==> config.mk <==
export PLATFORM = sky130hd
export DESIGN_NAME = microstep_sequencer
export DESIGN_NICKNAME = d
export VERILOG_FILES = /design/src/rtl/microstep_sequencer_pkg.sv /design/src/rtl/microstep_sequencer_rise_edge_detect.sv /design/src/rtl/microstep_sequencer.sv
export SDC_FILE = /design/constraint.sdc
export NUM_CORES = 1
export LEC_CHECK = 0
export CAP_MARGIN = 20
export CORE_ASPECT_RATIO = 1.4
export CORE_UTILIZATION = 40
export CTS_BUF_LIST = sky130_fd_sc_hd__clkbuf_16
export CTS_CLUSTER_DIAMETER = 40
export DETAILED_ROUTE_END_ITERATION = 8
export HOLD_SLACK_MARGIN = 0.03
export PLACE_DENSITY = 0.82
export SYNTH_ARGS = -nofsm -noshare
export SYNTH_HDL_FRONTEND = slang
export SYNTH_SLANG_ARGS = --single-unit
==> constraint.sdc <==
create_clock -name i_clk -period 1.95 [get_ports i_clk]
set_clock_uncertainty 0.2 [all_clocks]
set_input_delay 0.39 -clock i_clk [delete_from_list [all_inputs] [get_ports i_clk]]
set_output_delay 0.39 -clock i_clk [all_outputs]
set_load 0.1 [all_outputs]
==> src/rtl/microstep_sequencer_pkg.sv <==
// Shared definitions for the SAP-1 microstep sequencer and the decoder it feeds.
// Both sides take the step count from here, so their instruction-slot lengths cannot diverge.
package microstep_sequencer_pkg;

    localparam int DEFAULT_INSTRUCTION_STEPS = 8;

    typedef enum logic [1:0] {
        RUN      = 2'd0,
        PAUSE    = 2'd1,
        STEP_ONE = 2'd2,
        HALTED   = 2'd3
    } seq_state_t;

    function automatic logic is_tick_state(input seq_state_t s);
        return (s == RUN) || (s == STEP_ONE);
    endfunction

endpackage

==> src/rtl/microstep_sequencer_rise_edge_detect.sv <==
// Single-flop rising-edge detector for debounced front-panel button levels.
// Produces a one-cycle pulse on the cycle the level first reads high.
module rise_edge_detect (
    input  logic i_clk,
    input  logic i_reset,
    input  logic i_level,
    output logic o_pulse
);

    logic level_q;

    always_ff @(posedge i_clk or posedge i_reset) begin
        if (i_reset) begin
            level_q <= 1'b0;
        end else begin
            level_q <= i_level;
        end
    end

    assign o_pulse = i_level & ~level_q;

endmodule

==> src/rtl/microstep_sequencer.sv <==
// SAP-1 microstep sequencer: step index, run/pause/single-step/halt control,
// datapath clock enable and retired-instruction counter.
module microstep_sequencer
    import microstep_sequencer_pkg::*;
#(
    parameter  int INSTRUCTION_STEPS = DEFAULT_INSTRUCTION_STEPS,
    parameter  int COUNT_WIDTH       = 16,
    localparam int STEP_WIDTH        = $clog2(INSTRUCTION_STEPS)
) (
    input  logic                   i_clk,
    input  logic                   i_reset,
    input  logic                   i_halt,
    input  logic                   i_adv,
    input  logic                   i_single_step,
    input  logic                   i_step_req,
    input  logic                   i_restart,
    output logic [STEP_WIDTH-1:0]  o_step,
    output logic                   o_clk_en,
    output logic                   o_halted,
    output logic                   o_paused,
    output logic                   o_overrun,
    output logic [COUNT_WIDTH-1:0] o_instr_count
);

    localparam logic [STEP_WIDTH-1:0] LAST_STEP = STEP_WIDTH'(INSTRUCTION_STEPS - 1);

    seq_state_t             state, state_next;
    logic [STEP_WIDTH-1:0]  step, step_next;
    logic [COUNT_WIDTH-1:0] count, count_next;
    logic                   overrun, overrun_next;
    logic                   step_pulse;
    logic                   tick;

    rise_edge_detect u_step_edge (
        .i_clk   (i_clk),
        .i_reset (i_reset),
        .i_level (i_step_req),
        .o_pulse (step_pulse)
    );

    always_ff @(posedge i_clk or posedge i_reset) begin
        if (i_reset) begin
            state   <= RUN;
            step    <= '0;
            count   <= '0;
            overrun <= 1'b0;
        end else begin
            state   <= state_next;
            step    <= step_next;
            count   <= count_next;
            overrun <= overrun_next;
        end
    end

    // Reset leaves state at RUN, so the enable is masked by reset itself.
    assign tick = is_tick_state(state) & ~i_reset;

    always_comb begin
        state_next   = state;
        step_next    = step;
        count_next   = count;
        overrun_next = overrun;

        if (i_restart) begin
            step_next    = '0;
            overrun_next = 1'b0;
            state_next   = i_single_step ? PAUSE : RUN;
        end else if (is_tick_state(state)) begin
            if (i_halt) begin
                state_next = HALTED;
            end else begin
                if (i_adv) begin
                    step_next  = '0;
                    count_next = count + COUNT_WIDTH'(1);
                end else if (step == LAST_STEP) begin
                    step_next    = '0;
                    count_next   = count + COUNT_WIDTH'(1);
                    overrun_next = 1'b1;
                end else begin
                    step_next = step + STEP_WIDTH'(1);
                end

                if (state == STEP_ONE || i_single_step) begin
                    state_next = PAUSE;
                end else begin
                    state_next = RUN;
                end
            end
        end else if (state == PAUSE) begin
            if (!i_single_step) begin
                state_next = RUN;
            end else if (step_pulse) begin
                state_next = STEP_ONE;
            end
        end
    end

    assign o_step        = step;
    assign o_clk_en      = tick;
    assign o_halted      = (state == HALTED);
    assign o_paused      = (state == PAUSE);
    assign o_overrun     = overrun;
    assign o_instr_count = count;

endmodule

==> summary.md, run 1 <==
| Metric | Value |
|---|---|
| Run status | `complete, but fails checks` |
| Failing checks | `negative setup slack` |
| Flop2flop setup slack | `-0.06 ns` |
| HPWL Detailed | `2.16 mm` |
| Post-layout util | `0.775` |
| Fmax | `0.498 GHz` |
| Slowest stage cell, crit path | `or4_4` |
| Post-Route WL | `2.81 mm` |
| Sw Share | `0.411` |
| Worst hold path class | `primary input to asynchronous set/reset pin` |
| Die X | `46.3 um` |
| Register Area | `609 um2` |
| DRT Pass-1 Iters | `4` |
| VDD IR max | `1150 uV` |
| Crit path capture | `o_instr_count[14]$_DFFE_PP0P_` |
| Post-place instance area | `1900 um2` |
| Slew HR | `0.654` |
| Worst skew pair latency | `0.26 ns` |
| Switch Pwr | `781 uW` |
| Max-cap viol count | `0` |
| Port Buffers | `29` |
| Via count | `962` |
| DRC viols | `0` |
| Worst EP arrival | `1.99 ns` |
| Fin. max-slew vios | `0` |
| Initial Utilization | `0.421` |
| CTS clk-pin slew, worst paths | `0.06 ns` |
| Setup TNS | `-0.136 ns` |
| Core ar. | `2620 um2` |
| Area grow syn2layout | `84.1%` |
| TritonCTS Buffers | `3` |
| DRT iter0 DRCs | `18` |
| Largest net degree at the start of global routing | `24` |
| Synth area leaders | `dfrtp_1 52%, xor2_1 7.2%, xnor2_1 4.8%` |
| Leakage | `0.000915 uW` |
| Synth cell types | `27` |
| Final WS setup | `-0.0599 ns` |
| WL/cell | `14.8 um` |
| RSZ-0062 raised after global routing | `yes` |
| Critical path cell sequence | `or3_4 > or4_4 > buf_12 > nor3_4 > xnor2_1` |
| Drt via density | `5.06` |
| Sequential area share after synthesis | `0.523` |
| Clock buffer depth | `2` |
| Max incr delay on CP | `0.57 ns` |
| Mapped Avg Cell Area | `10.3 um2` |
| Reg-to-Reg End | `o_instr_count[14]$_DFFE_PP0P_` |
| PD cells | `938 nW/um2` |
| Clk pwr share | `0.235` |
| Total Routing Usage GR | `0.228` |
| Die area | `2970 um2` |
| Sequential share of power | `0.336` |
| # IOs | `30` |
| N_diodes | `0` |
| Remaining Overflow, GRT | `0` |
| Combinational share of power | `0.429` |
| Synth Flop Type | `dfrtp_1` |
| Final setup fails | `4` |
| Final #Nets | `165` |
| Chip Height | `64.1 um` |
| CTS sink count | `23` |
| Root Driver | `clkbuf_16` |
| Final instance area | `2030 um2` |
| WP data required | `1.93 ns` |
| Worst-path maximum fanout | `5` |
| Share of layout cells above drive strength 1 | `0.513` |
| Rows | `22` |
| PnR Total Power | `1900 uW` |
| Final hold violation count | `0` |
| P_int | `1120 uW` |
| Top-area cell type share of the netlist area | `0.523` |
| H-tree depth | `1` |
| FF-to-FF Start | `state[0]$_DFFE_PP0P_` |
| Filler cell count | `170` |
| FF+latch count, synth | `23` |
| Global-route wire length before repair | `4.86 mm` |
| Crit. End Element | `register` |
| Worst r2r path cells | `5` |
| Initial antenna violation count | `0` |
| Syn nets | `117` |
| Area leader, netlist | `dfrtp_1` |
| Slew at the pin with the worst max-slew slack | `0.517 ns` |
| GPL Wtd Cong | `0.796` |
| Post-synth EDFFs | `0` |
| Min cycle time layout | `2.01 ns` |
| Number of global-route vias before repair | `1062` |
| Setup crit start | `state[0]$_DFFE_PP0P_` |
| TritonCTS clock tree | `yes` |
| DP Worst Slack | `-0.587 ns` |
| Worst setup SP type | `register` |
| Mapped Cells | `107` |
| Multi-input logic area | `608 um2` |
| Yosys warning count | `0` |
| Async SR Flop Fraction | `1.00` |
| Fin crit share | `1.03` |
| Post-route ant nets | `0` |
| CP Class | `register to register` |
| Cell Area, Synth | `1100 um2` |
[layer usage]
| metal | vias to the layer above | track usage | routed length (um) |
|---|---|---|---|
| met5 | - | 0 | 0 |
| met4 | 0 | 0.125 | 84 |
| met1 | 468 | 0.266 | 1070 |
| met3 | 9 | 0.0452 | 94 |
| li1 | 450 | - | - |
| met2 | 35 | 0.370 | 1570 |
[worst min-delay path by stage]
stage                                         to  slack (ns)                    startpoint  cells past startpoint
global placement    o_instr_count[9]$_DFFE_PP0P_        0.31  o_instr_count[9]$_DFFE_PP0P_                      1
detailed placement  o_instr_count[9]$_DFFE_PP0P_        0.31  o_instr_count[9]$_DFFE_PP0P_                      1
floorplan           o_instr_count[0]$_DFFE_PP0P_        0.19                       i_reset                      1
global route        o_instr_count[9]$_DFFE_PP0P_        0.35  o_instr_count[9]$_DFFE_PP0P_                      1
finish              o_instr_count[1]$_DFFE_PP0P_        0.31                       i_reset                      3
CTS                 o_instr_count[9]$_DFFE_PP0P_        0.31  o_instr_count[9]$_DFFE_PP0P_                      1
[power groups by stage]
stage	Clock (uW)	Sequential, uW	Combinational, uW
6_report	448	638	816
5_1_grt	474	647	843
4_1_cts	455	636	818
3_5_place_dp	0	645	815
3_3_place_gp	0	636	801
2_1_floorplan	0	960	161
[critical path: cells and delay by family, from the launching register on]
family	cells	cell delay, ns
simple gates	3	1.05
flops	1	0.38
buf+inv	1	0.17
xor+xnor	1	0.13
[flip-flops by register name, indices dropped and copies added (netlist names)]
signal,flops
o_overrun,1
state,2
o_instr_count,16
u_step_edge.level_q,1
o_step,3
[cell families (layout without fill, tap and decap cells)]
| family | count (synthesis) | count (layout) | synth area share |
|---|---|---|---|
| adders and majority gates | 3 | 3 | 0.0341 |
| and+or+nand+nor | 49 | 49 | 0.243 |
| xor gates and xnor gates | 15 | 15 | 0.119 |
| buffers and inverters | 9 | 56 | 0.0386 |
| AOI/OAI and AO/OA | 8 | 8 | 0.0420 |
| DFF | 23 | 23 | 0.523 |
[layout make-up]
type | count | share of cell area
multi-input combinational | 75 | 0.300
sequential | 23 | 0.301
tap | 36 | 0.0222
clock inverter | 1 | 0.00185
inverter | 5 | 0.00926
clock buffer | 3 | 0.0370
timing repair buffer | 47 | 0.329
[stage by stage]
stage | hold WS [ns] | cells
final | 0.315 | 190
after global routing | 0.347 | 190
after CTS | 0.313 | 191
after detailed placement | 0.306 | 185
after global placement | 0.305 | 185
after floorplan | 0.192 | 107
[synthesized netlist by cell type, types with 3 or more instances]
master / n
xnor2_1: 6
a21oi_1: 5
nor2_1: 11
or2_2: 3
xor2_1: 9
nand2_1: 8
inv_1: 5
nand4_1: 3
ha_1: 3
nor3_1: 7
dfrtp_1: 23
nand3_1: 5
[cells in the final DEF, fill, tap and decap left out, types with 2 or more instances in the layout]
master / count
dfrtp_4: 7
nand3_1: 5
nor3_4: 2
nor2_1: 8
buf_12: 24
nand2_1: 8
clkbuf_16: 3
nand4_1: 3
inv_1: 6
xnor2_1: 5
xor2_1: 9
or2_2: 2
a21oi_1: 5
clkdlybuf4s50_1: 4
nor2_2: 2
dfrtp_2: 6
nor4_4: 2
ha_4: 2
dfrtp_1: 10
nor3b_1: 2
nor3_2: 4
buf_4: 17
[repair_timing]
item                                    CTS  global route
hold buffers                              0             0
buffers inserted                          2             0
endpoints found under the setup margin    6            10
pin swaps                                 6             2
cloned                                    0             0
gates resized for setup                   8             1
(Power assumes the default switching activity.)
==> run 2, diff against run 1 <==
PLACE_DENSITY = 0.73   (was 0.82)
==> summary.md, run 2 (synthesis gave the netlist of run 1 again) <==
| Metric | Value |
|---|---|
| N_diodes | `0` |
| TritonCTS clock tree | `yes` |
| Initial Utilization | `0.421` |
| Worst r2r path cells | `7` |
| PD cells | `940 nW/um2` |
| Dpl cells | `186` |
| Drt via density | `5.02` |
| Routed met3 length | `73 um` |
| Filler cell count | `175` |
| CTS clk-pin slew, worst paths | `0.06 ns` |
| Crit. End Element | `register` |
| DRC viols | `0` |
| Post-route ant nets | `0` |
| Final instance area | `1980 um2` |
| Worst skew pair latency | `0.25 ns` |
| Setup bufs post-CTS | `0` |
| Family with the most delay on the worst path | `simple AND/OR/NAND/NOR gates` |
| RSZ-0062 raised after global routing | `yes` |
| Worst Path Buf+Inv | `1` |
| Slew at the pin with the worst max-slew slack | `0.447 ns` |
| CTS sink count | `23` |
| DRT iter0 DRCs | `13` |
| Post-Route WL | `2.61 mm` |
| Largest register FFs | `16` |
| VDD IR max | `888 uV` |
| Max-cap viol count | `0` |
| Worst EP arrival | `1.92 ns` |
| Run status | `completed` |
| Worst hold path class | `register to register` |
| Port Buffers | `29` |
| DRT Pass-1 Iters | `4` |
| Total Routing Usage GR | `0.211` |
| TritonCTS Buffers | `3` |
| Flop2flop setup slack | `0.005 ns` |
| Post-route insts no fill | `189` |
| Most frequent cells in the layout | `23 x buf_12, 17 x buf_4, 10 x dfrtp_1` |
| Final hold violation count | `0` |
| Chip Height | `64.1 um` |
| Die X | `46.3 um` |
| Remaining Overflow, GRT | `0` |
| CP dominant cell by count | `ha_4` |
| Clock buffer depth | `2` |
| Slowest stage cell, crit path | `or4_4` |
| Cell count along the critical path | `7` |
| Crit path capture | `o_instr_count[10]$_DFFE_PP0P_` |
| Critical path cell sequence | `ha_4 > ha_4 > nor2_2 > or4_4 > buf_4 > nor2_4 > xnor2_1` |
| Root Driver | `clkbuf_16` |
| Worst setup SP type | `register` |
| Post-place instance area | `1910 um2` |
| Final #Nets | `164` |
| Largest net degree at the start of global routing | `24` |
| Setup crit start | `o_step[1]$_DFFE_PP0P_` |
| Worst-path maximum fanout | `6` |
| Leakage | `0.000877 uW` |
| WL met1 | `990 um` |
| Rows | `22` |
| WP data required | `1.92 ns` |
| Min cycle time layout | `1.94 ns` |
| Routed wl met2 | `1.50 mm` |
| Die area | `2970 um2` |
| Initial antenna violation count | `0` |
| H-tree depth | `1` |
| HPWL Detailed | `2.06 mm` |
| WL/cell | `13.8 um` |
| Share of layout cells above drive strength 1 | `0.497` |
| Fin crit share | `0.997` |
| Top layer in use | `met4` |
| GPL Wtd Cong | `0.794` |
| CP Class | `register to register` |
| Max incr delay on CP | `0.56 ns` |
| Core ar. | `2620 um2` |
| Fin. max-slew vios | `0` |
| Most common cell after layout, fill and taps aside | `buf_12` |
| Area grow syn2layout | `80.2%` |
| Fmax | `0.514 GHz` |
| Worst hold stages | `1` |
| Reg-to-Reg End | `o_instr_count[10]$_DFFE_PP0P_` |
| FF-to-FF Start | `o_step[1]$_DFFE_PP0P_` |
| PnR Total Power | `1870 uW` |
| # IOs | `30` |
| Final setup fails | `0` |
| Via count | `949` |
| Number of global-route vias before repair | `989` |
| Min-delay src | `o_instr_count[9]$_DFFE_PP0P_` |
| Global-route wire length before repair | `4.57 mm` |
| Slew HR | `0.701` |
run 2: repair_timing:
item | 4_1_cts | 5_1_grt
endpoints found under the setup margin | 6 | 6
pin swaps | 5 | 1
hold buffers | 0 | 0
resized for setup | 5 | 0
cloned | 0 | 0
run 2: worst min-delay path by stage:
| stage | to | slack [ns] |
|---|---|---|
| after floorplan | o_instr_count[0]$_DFFE_PP0P_ | 0.19 |
| after CTS | o_instr_count[9]$_DFFE_PP0P_ | 0.32 |
| after detailed placement | o_instr_count[9]$_DFFE_PP0P_ | 0.31 |
| final | o_instr_count[9]$_DFFE_PP0P_ | 0.32 |
| after global routing | o_instr_count[9]$_DFFE_PP0P_ | 0.34 |
| after global placement | o_instr_count[9]$_DFFE_PP0P_ | 0.31 |
run 2: area by class of cell:
cell class                      count  area (um2)  area share
Clock buffer                        3        75.1      0.0378
Clock inverter                      1        3.75     0.00189
Inverter                            5        18.8     0.00946
Multi-Input combinational cell     75         587       0.296
Sequential cell                    23         609       0.307
Tap cell                           36        45.0      0.0227
Timing Repair Buffer               46         646       0.325
run 2: per-layer routing:
metal / vias to the layer above / GRT usage
li1: 452 / -
met1: 464 / 0.243
met3: 7 / 0.0254
met2: 26 / 0.384
met4: 0 / 0.0551
met5: - / 0
run 2: where the power goes:
part | total [uW] | switching [uW] | internal [uW]
registers | 637 | 85.7 | 552
logic | 804 | 513 | 292
clock network | 424 | 151 | 273
total | 1870 | 749 | 1120
run 2: per-stage QoR:
step	TNS, ns	hold WS, ns	setup WS, ns	utilization
after floorplan	-1.14	0.192	-0.281	-
after global placement	-3.88	0.305	-0.533	0.731
after detailed placement	-4.25	0.306	-0.582	0.731
after CTS	-0.124	0.319	-0.0360	0.765
after global routing	-0.381	0.343	-0.0987	0.759
final	0	0.316	0.00521	0.759
==> run 3, diff against run 2 <==
CORE_UTILIZATION = 42   (was 40)
PLACE_DENSITY = 0.76   (was 0.73)
==> summary.md, run 3 (synthesis gave the netlist of run 1 again) <==
| Metric | Value |
|---|---|
| Worst-path maximum fanout | `6` |
| Chip Height | `62.6 um` |
| Max incr delay on CP | `0.56 ns` |
| VDD IR max | `942 uV` |
| CTS sink count | `23` |
| TritonCTS Buffers | `3` |
| Most frequent cells in the layout | `23 x buf_12, 20 x buf_4, 10 x dfrtp_1` |
| Via count | `975` |
| Final setup fails | `3` |
| Post-Route WL | `2.85 mm` |
| Largest net degree at the start of global routing | `24` |
| CTS clk-pin slew, worst paths | `0.06 ns` |
| Dpl cells | `184` |
| Core ar. | `2440 um2` |
| DRC viols | `0` |
| Initial antenna violation count | `0` |
| # IOs | `30` |
| Die X | `45.3 um` |
| Failing checks | `negative setup slack` |
| Slowest stage cell, crit path | `or4_4` |
| Run status | `complete, but fails checks` |
| Family with the most delay on the worst path | `simple AND/OR/NAND/NOR gates` |
| CTS Hold Bufs | `0` |
| Final #Nets | `167` |
| TritonCTS clock tree | `yes` |
| RSZ-0062 raised after global routing | `yes` |
| Remaining Overflow, GRT | `0` |
| Largest register FFs | `16` |
| GPL Wtd Cong | `0.810` |
| Routed met3 length | `50 um` |
| DRT Pass-1 Iters | `4` |
| Share of layout cells above drive strength 1 | `0.519` |
| Rows | `21` |
| Fin crit share | `1.05` |
| Clock buffer depth | `2` |
| Crit. End Element | `register` |
| PD cells | `937 nW/um2` |
| Final hold violation count | `0` |
| Critical path cell sequence | `clkdlybuf4s15_1 > or3_4 > or4_4 > nor4_4 > xor2_1` |
| Global-route wire length before repair | `4.71 mm` |
| Worst Path Buf+Inv | `1` |
| Worst skew pair latency | `0.25 ns` |
| Setup TNS | `-0.206 ns` |
| Top layer in use | `met4` |
| Slew HR | `0.675` |
| DRT iter0 DRCs | `26` |
| Area grow syn2layout | `83.6%` |
| Number of global-route vias before repair | `1009` |
| Die area | `2830 um2` |
| WP data required | `1.93 ns` |
| Port Buffers | `29` |
| Initial Utilization | `0.451` |
| Total Routing Usage GR | `0.229` |
| Slew at the pin with the worst max-slew slack | `0.485 ns` |
| Min cycle time layout | `2.05 ns` |
| WL/cell | `15.0 um` |
| CP Class | `primary input to register` |
| Root Driver | `clkbuf_16` |
| Post-route insts no fill | `190` |
| Drt via density | `5.13` |
| N_diodes | `0` |
| WL met1 | `1.09 mm` |
| Max-cap viol count | `0` |
| Fin. max-slew vios | `0` |
| Worst EP arrival | `2.03 ns` |
| Final WS setup | `-0.103 ns` |
| Worst setup SP type | `primary input` |
| DP Worst Slack | `-0.603 ns` |
| Fmax | `0.487 GHz` |
| Leakage | `0.000913 uW` |
| Post-route ant nets | `0` |
| Post-layout util | `0.827` |
| HPWL Detailed | `2.05 mm` |
| Routed wl met2 | `1.65 mm` |
| Most common cell after layout, fill and taps aside | `buf_12` |
| Worst hold path class | `register to register` |
| H-tree depth | `1` |
run 3: where the power goes:
part	total [uW]	switching (uW)	internal, uW
clock network	442	166	276
logic	817	521	295
registers	636	84.7	551
run 3: per-layer routing:
layer  vias to the layer above  global-route usage
met1                       478               0.260
met5                         -                   0
met2                        28               0.431
met3                         8              0.0116
li1                        461                   -
met4                         0              0.0682
run 3: path summary, 6_finish.rpt:
check / start / depth (start not counted) / endpoint / slack, ns
setup / recovery: i_restart / 5 / o_instr_count[15]$_DFFE_PP0P_ / -0.10
hold / removal: o_instr_count[9]$_DFFE_PP0P_ / 1 / o_instr_count[9]$_DFFE_PP0P_ / 0.31
setup reg to reg: state[0]$_DFFE_PP0P_ / 4 / o_instr_count[15]$_DFFE_PP0P_ / -0.10
hold reg to reg: o_instr_count[9]$_DFFE_PP0P_ / 1 / o_instr_count[9]$_DFFE_PP0P_ / 0.31
max in group asynchronous: i_reset / 3 / o_step[1]$_DFFE_PP0P_ / 0.94
min in group asynchronous: i_reset / 3 / u_step_edge.level_q$_DFF_PP0_ / 0.35
run 3: area by class of cell:
cell class / instances / area (um2)
Timing Repair Buffer: 49 / 671
Clock buffer: 3 / 75.1
Clock inverter: 1 / 5.00
Multi-Input combinational cell: 75 / 601
Inverter: 5 / 18.8
Tap cell: 34 / 42.5
Sequential cell: 23 / 609
Fill cell: 137 / 422
run 3: repair_timing:
action	CTS	global route
endpoints found under the setup margin	11	8
gates cloned	0	0
gates resized for setup	7	2
buffers inserted	1	2
pin swaps	8	4
run 3: stage by stage:
stage | hold slack (ns) | area, um2 | total power (uW)
2_1_floorplan | 0.192 | 1250 | 1120
3_3_place_gp | 0.302 | 1910 | 1440
3_5_place_dp | 0.306 | 1910 | 1460
4_1_cts | 0.318 | 2010 | 1900
5_1_grt | 0.324 | 2020 | 1960
6_report | 0.314 | 2020 | 1890
run 3: worst register-to-register path, delay by kind of cell, from the launching register on:
kind | cells | cell delay, ns
xor gates and xnor gates | 1 | 0.17
DFF | 1 | 0.38
and+or+nand+nor | 3 | 1.22
